[src/rtl/lockstep_alu_cmp_if.sv]
// lockstep_alu_cmp_if: operand, handshake, result and fault-status bundle for the lockstep ALU comparator
interface lockstep_alu_cmp_if #(
  parameter int WIDTH = 8,
  parameter int ERR_CNT_W = 8
);
  logic in_valid, in_ready, err_clr;
  logic [WIDTH-1:0] a0, b0, a1, b1;
  logic [1:0] sel1, sel2;
  logic out_valid, carry1, carry2, carry_diff, mismatch, err_sticky;
  logic [WIDTH-1:0] alu_out1, alu_out2, diff;
  logic [ERR_CNT_W-1:0] err_count;
  modport master (
    output in_valid, a0, b0, a1, b1, sel1, sel2, err_clr,
    input  in_ready, out_valid, alu_out1, alu_out2, carry1, carry2, diff, carry_diff,
           mismatch, err_sticky, err_count
  );
  modport slave (
    input  in_valid, a0, b0, a1, b1, sel1, sel2, err_clr,
    output in_ready, out_valid, alu_out1, alu_out2, carry1, carry2, diff, carry_diff,
           mismatch, err_sticky, err_count
  );
endinterface

[src/rtl/lockstep_alu_cmp.sv]
// lockstep_alu_cmp: dual-channel lockstep ALU with registered compare and sticky/saturating fault tracking
module lockstep_alu_cmp #(
  parameter int WIDTH = 8,
  parameter int ERR_CNT_W = 8,
  parameter bit HALT_ON_ERR = 1'b1
) (
  input logic wb_clk_i,
  input logic wb_rst_i,
  lockstep_alu_cmp_if.slave bus
);
  typedef enum logic {RUN, FAULT} state_t;
  state_t state;
  logic s1_valid, mm, accept;
  logic [WIDTH:0] r1, r2;
  logic [ERR_CNT_W-1:0] cnt_base;
  function automatic logic [WIDTH:0] alu(input logic [WIDTH-1:0] a, input logic [WIDTH-1:0] b, input logic [1:0] sel);
    return sel == 2'b00 ? {1'b0, a} + {1'b0, b} :
           sel == 2'b01 ? {a < b, a - b} :
           sel == 2'b10 ? {1'b0, a & b} : {1'b0, a | b};
  endfunction
  assign accept = bus.in_valid && bus.in_ready;
  assign bus.err_sticky = state == FAULT;
  assign bus.in_ready = !(HALT_ON_ERR && bus.err_sticky);
  assign mm = s1_valid && r1 != r2;
  // clear takes effect before a coincident mismatch is recorded
  assign cnt_base = bus.err_clr ? '0 : bus.err_count;
  always_ff @(posedge wb_clk_i or posedge wb_rst_i)
    if (wb_rst_i) begin
      state <= RUN;
      s1_valid <= 1'b0;
      r1 <= '0;
      r2 <= '0;
      bus.out_valid <= 1'b0;
      bus.mismatch <= 1'b0;
      bus.alu_out1 <= '0;
      bus.alu_out2 <= '0;
      bus.carry1 <= 1'b0;
      bus.carry2 <= 1'b0;
      bus.diff <= '0;
      bus.carry_diff <= 1'b0;
      bus.err_count <= '0;
    end else begin
      s1_valid <= accept;
      if (accept) begin
        r1 <= alu(bus.a0, bus.b0, bus.sel1);
        r2 <= alu(bus.a1, bus.b1, bus.sel2);
      end
      bus.out_valid <= s1_valid;
      bus.mismatch <= mm;
      if (s1_valid) begin
        bus.alu_out1 <= r1[WIDTH-1:0];
        bus.alu_out2 <= r2[WIDTH-1:0];
        bus.carry1 <= r1[WIDTH];
        bus.carry2 <= r2[WIDTH];
        bus.diff <= r1[WIDTH-1:0] ^ r2[WIDTH-1:0];
        bus.carry_diff <= r1[WIDTH] ^ r2[WIDTH];
      end
      bus.err_count <= cnt_base + ERR_CNT_W'(mm && !(&cnt_base));
      state <= mm ? FAULT : bus.err_clr ? RUN : state;
    end
endmodule

[src/flat_wrapper.sv]
// flat-port wrapper written by rule: the top's interface ports become plain ports
module lockstep_alu_cmp_flat 
#(
  parameter int WIDTH = 8,
  parameter int ERR_CNT_W = 8,
  parameter bit HALT_ON_ERR = 1'b1
)
  (wb_clk_i, wb_rst_i, bus_in_valid, bus_a0, bus_b0, bus_a1, bus_b1, bus_sel1, bus_sel2, bus_err_clr, bus_in_ready, bus_out_valid, bus_alu_out1, bus_alu_out2, bus_carry1, bus_carry2, bus_diff, bus_carry_diff, bus_mismatch, bus_err_sticky, bus_err_count);
  lockstep_alu_cmp_if #(.WIDTH(WIDTH), .ERR_CNT_W(ERR_CNT_W)) bus_i ();
  input logic wb_clk_i;
  input logic wb_rst_i;
  input wire logic [$bits(bus_i.in_valid)-1:0] bus_in_valid;
  input wire logic [$bits(bus_i.a0)-1:0] bus_a0;
  input wire logic [$bits(bus_i.b0)-1:0] bus_b0;
  input wire logic [$bits(bus_i.a1)-1:0] bus_a1;
  input wire logic [$bits(bus_i.b1)-1:0] bus_b1;
  input wire logic [$bits(bus_i.sel1)-1:0] bus_sel1;
  input wire logic [$bits(bus_i.sel2)-1:0] bus_sel2;
  input wire logic [$bits(bus_i.err_clr)-1:0] bus_err_clr;
  output wire logic [$bits(bus_i.in_ready)-1:0] bus_in_ready;
  output wire logic [$bits(bus_i.out_valid)-1:0] bus_out_valid;
  output wire logic [$bits(bus_i.alu_out1)-1:0] bus_alu_out1;
  output wire logic [$bits(bus_i.alu_out2)-1:0] bus_alu_out2;
  output wire logic [$bits(bus_i.carry1)-1:0] bus_carry1;
  output wire logic [$bits(bus_i.carry2)-1:0] bus_carry2;
  output wire logic [$bits(bus_i.diff)-1:0] bus_diff;
  output wire logic [$bits(bus_i.carry_diff)-1:0] bus_carry_diff;
  output wire logic [$bits(bus_i.mismatch)-1:0] bus_mismatch;
  output wire logic [$bits(bus_i.err_sticky)-1:0] bus_err_sticky;
  output wire logic [$bits(bus_i.err_count)-1:0] bus_err_count;
  assign bus_i.in_valid = bus_in_valid;
  assign bus_i.a0 = bus_a0;
  assign bus_i.b0 = bus_b0;
  assign bus_i.a1 = bus_a1;
  assign bus_i.b1 = bus_b1;
  assign bus_i.sel1 = bus_sel1;
  assign bus_i.sel2 = bus_sel2;
  assign bus_i.err_clr = bus_err_clr;
  assign bus_in_ready = bus_i.in_ready;
  assign bus_out_valid = bus_i.out_valid;
  assign bus_alu_out1 = bus_i.alu_out1;
  assign bus_alu_out2 = bus_i.alu_out2;
  assign bus_carry1 = bus_i.carry1;
  assign bus_carry2 = bus_i.carry2;
  assign bus_diff = bus_i.diff;
  assign bus_carry_diff = bus_i.carry_diff;
  assign bus_mismatch = bus_i.mismatch;
  assign bus_err_sticky = bus_i.err_sticky;
  assign bus_err_count = bus_i.err_count;
  lockstep_alu_cmp #(.WIDTH(WIDTH), .ERR_CNT_W(ERR_CNT_W), .HALT_ON_ERR(HALT_ON_ERR)) u_core (.wb_clk_i(wb_clk_i), .wb_rst_i(wb_rst_i), .bus(bus_i));
endmodule
[config.mk]
export PLATFORM = sky130hd
export DESIGN_NAME = lockstep_alu_cmp_flat
export DESIGN_NICKNAME = d
export VERILOG_FILES = /design/src/rtl/lockstep_alu_cmp_if.sv /design/src/rtl/lockstep_alu_cmp.sv /design/src/flat_wrapper.sv
export SDC_FILE = /design/constraint.sdc
export NUM_CORES = 1
export LEC_CHECK = 0
export ABC_AREA = 1
export CORE_ASPECT_RATIO = 1.75
export CORE_UTILIZATION = 54
export CTS_CLUSTER_DIAMETER = 120
export DETAILED_ROUTE_END_ITERATION = 12
export PLACE_DENSITY = 0.89
export SLEW_MARGIN = 15
export SYNTH_ARGS = -nofsm -noshare
export SYNTH_HDL_FRONTEND = slang
export SYNTH_SLANG_ARGS = --single-unit
[constraint.sdc]
create_clock -name wb_clk_i -period 2 [get_ports wb_clk_i]
set_input_delay 0.4 -clock wb_clk_i [delete_from_list [all_inputs] [get_ports wb_clk_i]]
set_output_delay 0.4 -clock wb_clk_i [all_outputs]
set_load 0.01 [all_outputs]
Yosys cells after proc, flatten, opt, wreduce, memory -nomap -nowiden
Cells that the tools add are included.
{ "classes": {"add_sub_neg": 5, "n_lt_le_gt_ge": 2, "n_eq_ne": 5, "muxes": 9, "bitwise": 6, "n_reduce_logical": 9} }
{ "ops": {"columns": ["op", "n"], "rows": [
  ["$mux W9", 4],
  ["$mux W8", 3],
  ["$add A8 B8 Y9", 2],
  ["$and A8 B8 Y8", 2],
  ["$lt A8 B8 Y1", 2],
  ["$or A8 B8 Y8", 2],
  ["$sub A8 B8 Y8", 2],
  ["$ne A9 B9 Y1", 1],
  ["$add A8 B1 Y8", 1],
  ["$reduce_and A8 Y1", 1],
  ["$xor A8 B8 Y8", 1],
  ["$eq A2 B1 Y1 const B", 2],
  ["$eq A2 B2 Y1 const B", 2],
  ["$logic_not A2 Y1", 2],
  ["$logic_and A1 B1 Y1", 3],
  ["$logic_not A1 Y1", 2],
  ["$mux W1", 2],
  ["$reduce_bool A2 Y1", 1],
  ["$xor A1 B1 Y1", 1]
]} }
{ "totals": {"regBits": 57, "input_bits": 40, "output_inout_bits": 39, "elab_cells": 49} }

Depth between registers and ports, before layout
{ "depth": {"ltp_word": 5, "ltp_mapped": 15, "depth_no_buf": 15} }

Least setup slack after synthesis
OpenSTA, ideal clock, no wires.
{ "synth_timing": {"path_kind": "input port to flip-flop", "from": "input port bus_a0[0]", "to": "register u_core.r1[4]", "setup_time_ps": 126, "arrival_ps": 1774, "t_required_ps": 1874, "path_slack_ps": 101, "cell_stages": 9, "n_path_buf": 0, "cell_sequence": "inv_1 -> ha_1 -> fa_1 -> or2_1 -> o21ai_2 -> and2_2 -> nor2_1 -> o21ai_0 -> a21oi_1"} }
{ "synth_between": {"elab_chain_cells": 3, "word_cells_on_any_way": 4, "classes_between": "add/sub (2); mux (2)"} }
{ "synth_lines": {"columns": ["item", "line_no", "text"], "rows": [
  ["from (decl)", "flat_wrapper.sv:13", "input wire logic [$bits(bus_i.a0)-1:0] bus_a0;"],
  ["$sub A8 B8 Y8", "lockstep_alu_cmp.sv:18", "sel == 2'b01 ? {a < b, a - b} :"],
  ["$mux W9", "lockstep_alu_cmp.sv:18", null],
  ["$mux W9 (*)", "lockstep_alu_cmp.sv:17", "return sel == 2'b00 ? {1'b0, a} + {1'b0, b} :"],
  ["to (signal assigned)", "lockstep_alu_cmp.sv:45", "r1 <= alu(bus.a0, bus.b0, bus.sel1);"],
  ["to (decl)", "lockstep_alu_cmp.sv:14", "logic [WIDTH:0] r1, r2;"]
]} }
Every way passes the cells marked *; elsewhere a longest branch is shown, timed or not.
A chain may end at the register's enable or synchronous reset.

Final worst setup path
{ "layout_timing": {"from": "register u_core.r1[6]", "to": "register u_core.bus.err_count[7] (netlist name)"} }
{ "layout_between": {"elab_chain_cells": 4} }
{ "layout_lines": {"columns": ["item", "line_no", "text"], "rows": [
  ["$ne A9 B9 Y1", "lockstep_alu_cmp.sv:24", "assign mm = s1_valid && r1 != r2;"],
  ["$logic_and A1 B1 Y1", "lockstep_alu_cmp.sv:24", null],
  ["$logic_and A1 B1 Y1", "lockstep_alu_cmp.sv:58", "bus.err_count <= cnt_base + ERR_CNT_W'(mm && !(&cnt_base));"],
  ["$add A8 B1 Y8", "lockstep_alu_cmp.sv:58", null],
  ["to (signal assigned)", "lockstep_alu_cmp.sv:58", null],
  ["to (decl)", "lockstep_alu_cmp_if.sv:20", "mismatch, err_sticky, err_count"]
]} }
Every way passes these cells.

==> flow_summary.yaml <==
clocking:
  path_clk_slew_ns: 0.06
  clockBufferDepth: 2
  htreeDepth: 3
  cts_tree: "built"
  clock_latency_ns: 0.34
  cts_buffers: 9
  cts_root_buffer: "clkbuf_16"
  ctsHoldBuffers: 0
  cts_sinks: 57
final_layout:
  fin_util: 0.843
  layout_common_cells: "nand2_1 (186), buf_4 (102), inv_1 (76), clkdlybuf4s50_1 (69), dfrtp_1 (52)"
  nFillCells: 445
  drive_gt1_frac: 0.246
  postLayoutCellArea_mm2: 0.00663
  antenna-diode-count: 0
  seqCellArea_mm2: 0.00143
  multi_input_area_mm2: 0.00290
  final_common_cell: "nand2_1"
  nets: 872
  areaGrowthSynthToFinish_pct: 52.3
worst_setup_path:
  worstPathMaxFanout: 3
  cp-startpoint: "u_core.r1[6]"
  worstPathArrival_ns: 2.42
  r2r-start: "u_core.r1[6]"
  worstRegToRegCells: 11
  critPathLaunchType: "flop"
  reg2reg_to: "u_core.bus.err_count[7]"
  cp-end-kind: "flop"
  critPathKind: "reg2reg"
  worst_ep_required_time_ns: 2.25
  worst-r2r-setup-slack_ns: -0.16
status:
  status: "finished with violations"
  violations: "setup timing"
sta:
  fin_crit_ns: 2.16
  max_freq_mhz: 462
  setup_ws_ns: -0.163
  fin_skew_ns: 0.0113
  rsz0062_at_grt: "true"
  drv_slew: 0
  worst_hold_slack_ns: 0.383
  worstMarginPinSlew_ns: 0.898
  setup_viol: 4
  period_share: 1.08
  hold_viol_final: 0
  max_slew_margin: 0.401
floorplanning:
  fp.dieW_um: 69.8
  start_util: 0.554
  boundaryPins: 79
  die_area_mm2: 0.00843
  coreArea_mm2: 0.00786
  num_rows: 43
  die_y_um: 121
grt:
  first_global_vias: 4767
  gr-usage-all-layers: 0.323
  antenna_found_initial: 0
  grt_max_degree: 41
  grt_pass1_wl_um: 21500
  grt-ovfl-total: 0
pwr:
  vdd_drop_max_mv: 0.515
  pwr_density_cell_mw_per_mm2: 851
  p_leak_nw: 3.50
  p_total_mw: 5.64
run:
  maxCapViolCount: 0
detailed_routing:
  drtIter0Drc: 402
  avgViaCountPerCell: 5.57
  drc: 0
  drtAntennaViolNets: 0
  vias: 4861
  wl_per_cell_um: 16.5
  drtPass1Iterations: 7
  wirelength_um: 14400
synth:
  seq_area_frac_synth: 0.328
  async_reset_ff_frac: 1.00
  synthesis.nets: 693
  yosysUniqueCellTypes: 34
  yosys_warnings: 0
  avgSynthCellArea_um2: 7.26
  synth_edf_count: 0
  synthCells: 599
  synth_ff_type: "dfrtp_1"
  netlist_area_mm2: 0.00435
  ys_ff_latch: 57
place:
  post-dp-hpwl_um: 9090
  gp_congestion: 0.886
  portBuffers: 78
  dpl_cell_area_mm2: 0.00586
hold_path:
  hold_class: "in2async"
## logic make-up after synthesis
family                   Yosys count  share of synthesized area
AND/OR/NAND/NOR                  282                      0.263
buffers and inverters             98                     0.0869
AO/OA/AOI/OAI                     86                      0.115
flip-flops                        57                      0.328
adder cells (fa/ha/maj)           54                      0.162
XOR/XNOR                          22                     0.0443
## worst max path at each step
stage	to	slack [ns]	cells past startpoint
global route	u_core.bus.err_count[7]	-0.20	11
CTS	u_core.bus.err_count[7]	-0.01	11
detailed placement	u_core.r1[4]	-0.57	10
global placement	u_core.r1[4]	-0.49	10
floorplan	u_core.r1[4]	0.10	9
finish	u_core.bus.err_count[7]	-0.16	11
## routing by layer
| layer | vias up | global-route usage | wire length [um] |
|---|---|---|---|
| li1 | 2243 | - | - |
| met1 | 2282 | 0.325 | 4950 |
| met2 | 266 | 0.608 | 7940 |
| met3 | 70 | 0.0467 | 728 |
| met4 | 0 | 0.200 | 765 |
| met5 | - | 0 | 0 |
## through the flow
step,instances,worst slack [ns],TNS [ns]
after floorplan,599,0.101,0
after global placement,842,-0.488,-6.08
after detailed placement,842,-0.570,-7.46
after CTS,867,-0.0126,-0.0209
after global routing,873,-0.204,-0.667
final,873,-0.163,-0.454
## timing repair
| action | CTS | global route |
|---|---|---|
| buffers inserted | 9 | 7 |
| setup endpoints to repair | 12 | 17 |
| resized for setup | 24 | 56 |
| pin swaps | 17 | 22 |
## power by group
part / internal (mW) / switching, mW / total (mW)
sequential: 1.48 / 0.300 / 1.78
combinational: 1.18 / 1.18 / 2.35
clock: 0.968 / 0.539 / 1.51
## worst max-delay path, stage by stage (launching register included)
cell     delay, ns
dfrtp_1       0.41
xor2_1        0.30
nor3_2        0.10
nand3_2       0.10
nand2_2       0.09
a41oi_2       0.22
ha_4          0.21
nand2_4       0.06
nor2_4        0.09
nand4_1       0.13
nor3_2        0.19
xor2_1        0.17
## synthesized netlist by cell type, types with 2 or more instances
cell      instances  share of area
a21oi_1          34          0.039
a21oi_2           7          0.014
a31oi_1           3         0.0043
and2_1            3         0.0043
buf_2             5         0.0058
clkbuf_1          7         0.0060
dfrtp_1          57           0.33
fa_1              4          0.018
ha_1             50           0.14
inv_1            80          0.069
inv_2             5         0.0043
nand2_1         193           0.17
nand2_2           2         0.0029
nand3_1          26          0.030
nand4_1           6         0.0086
nor2_1           42          0.036
nor3_1            6         0.0069
o211ai_1          4         0.0069
o21a_1            2         0.0035
o21ai_0          26          0.030
o21ai_1           2         0.0023
o21bai_1          2         0.0035
o311ai_0          2         0.0040
xnor2_1           2         0.0040
xor2_1           20          0.040
## registers in the layout, summed over array words and instances (netlist names)
signal and cells:
u_core.r1 9, u_core.bus.alu_out2 8, u_core.bus.diff 8, u_core.bus.mismatch 1, u_core.bus.out_valid 1, u_core.bus.alu_out1 8, u_core.bus.err_count 8, u_core.bus.carry2 1
u_core.r2 9, u_core.bus.carry1 1, u_core.bus.carry_diff 1, u_core.bus.err_sticky 1, u_core.s1_valid 1
## final cells by class
cell class,count,area share
multi-input cells,444,0.438
repair buffers,181,0.236
flip-flops and latches,57,0.216
inverters,85,0.0482
clock buffers,14,0.0429
well taps,90,0.0170
clock inverters,2,0.00151
Power figures use the tool's default switching activity.
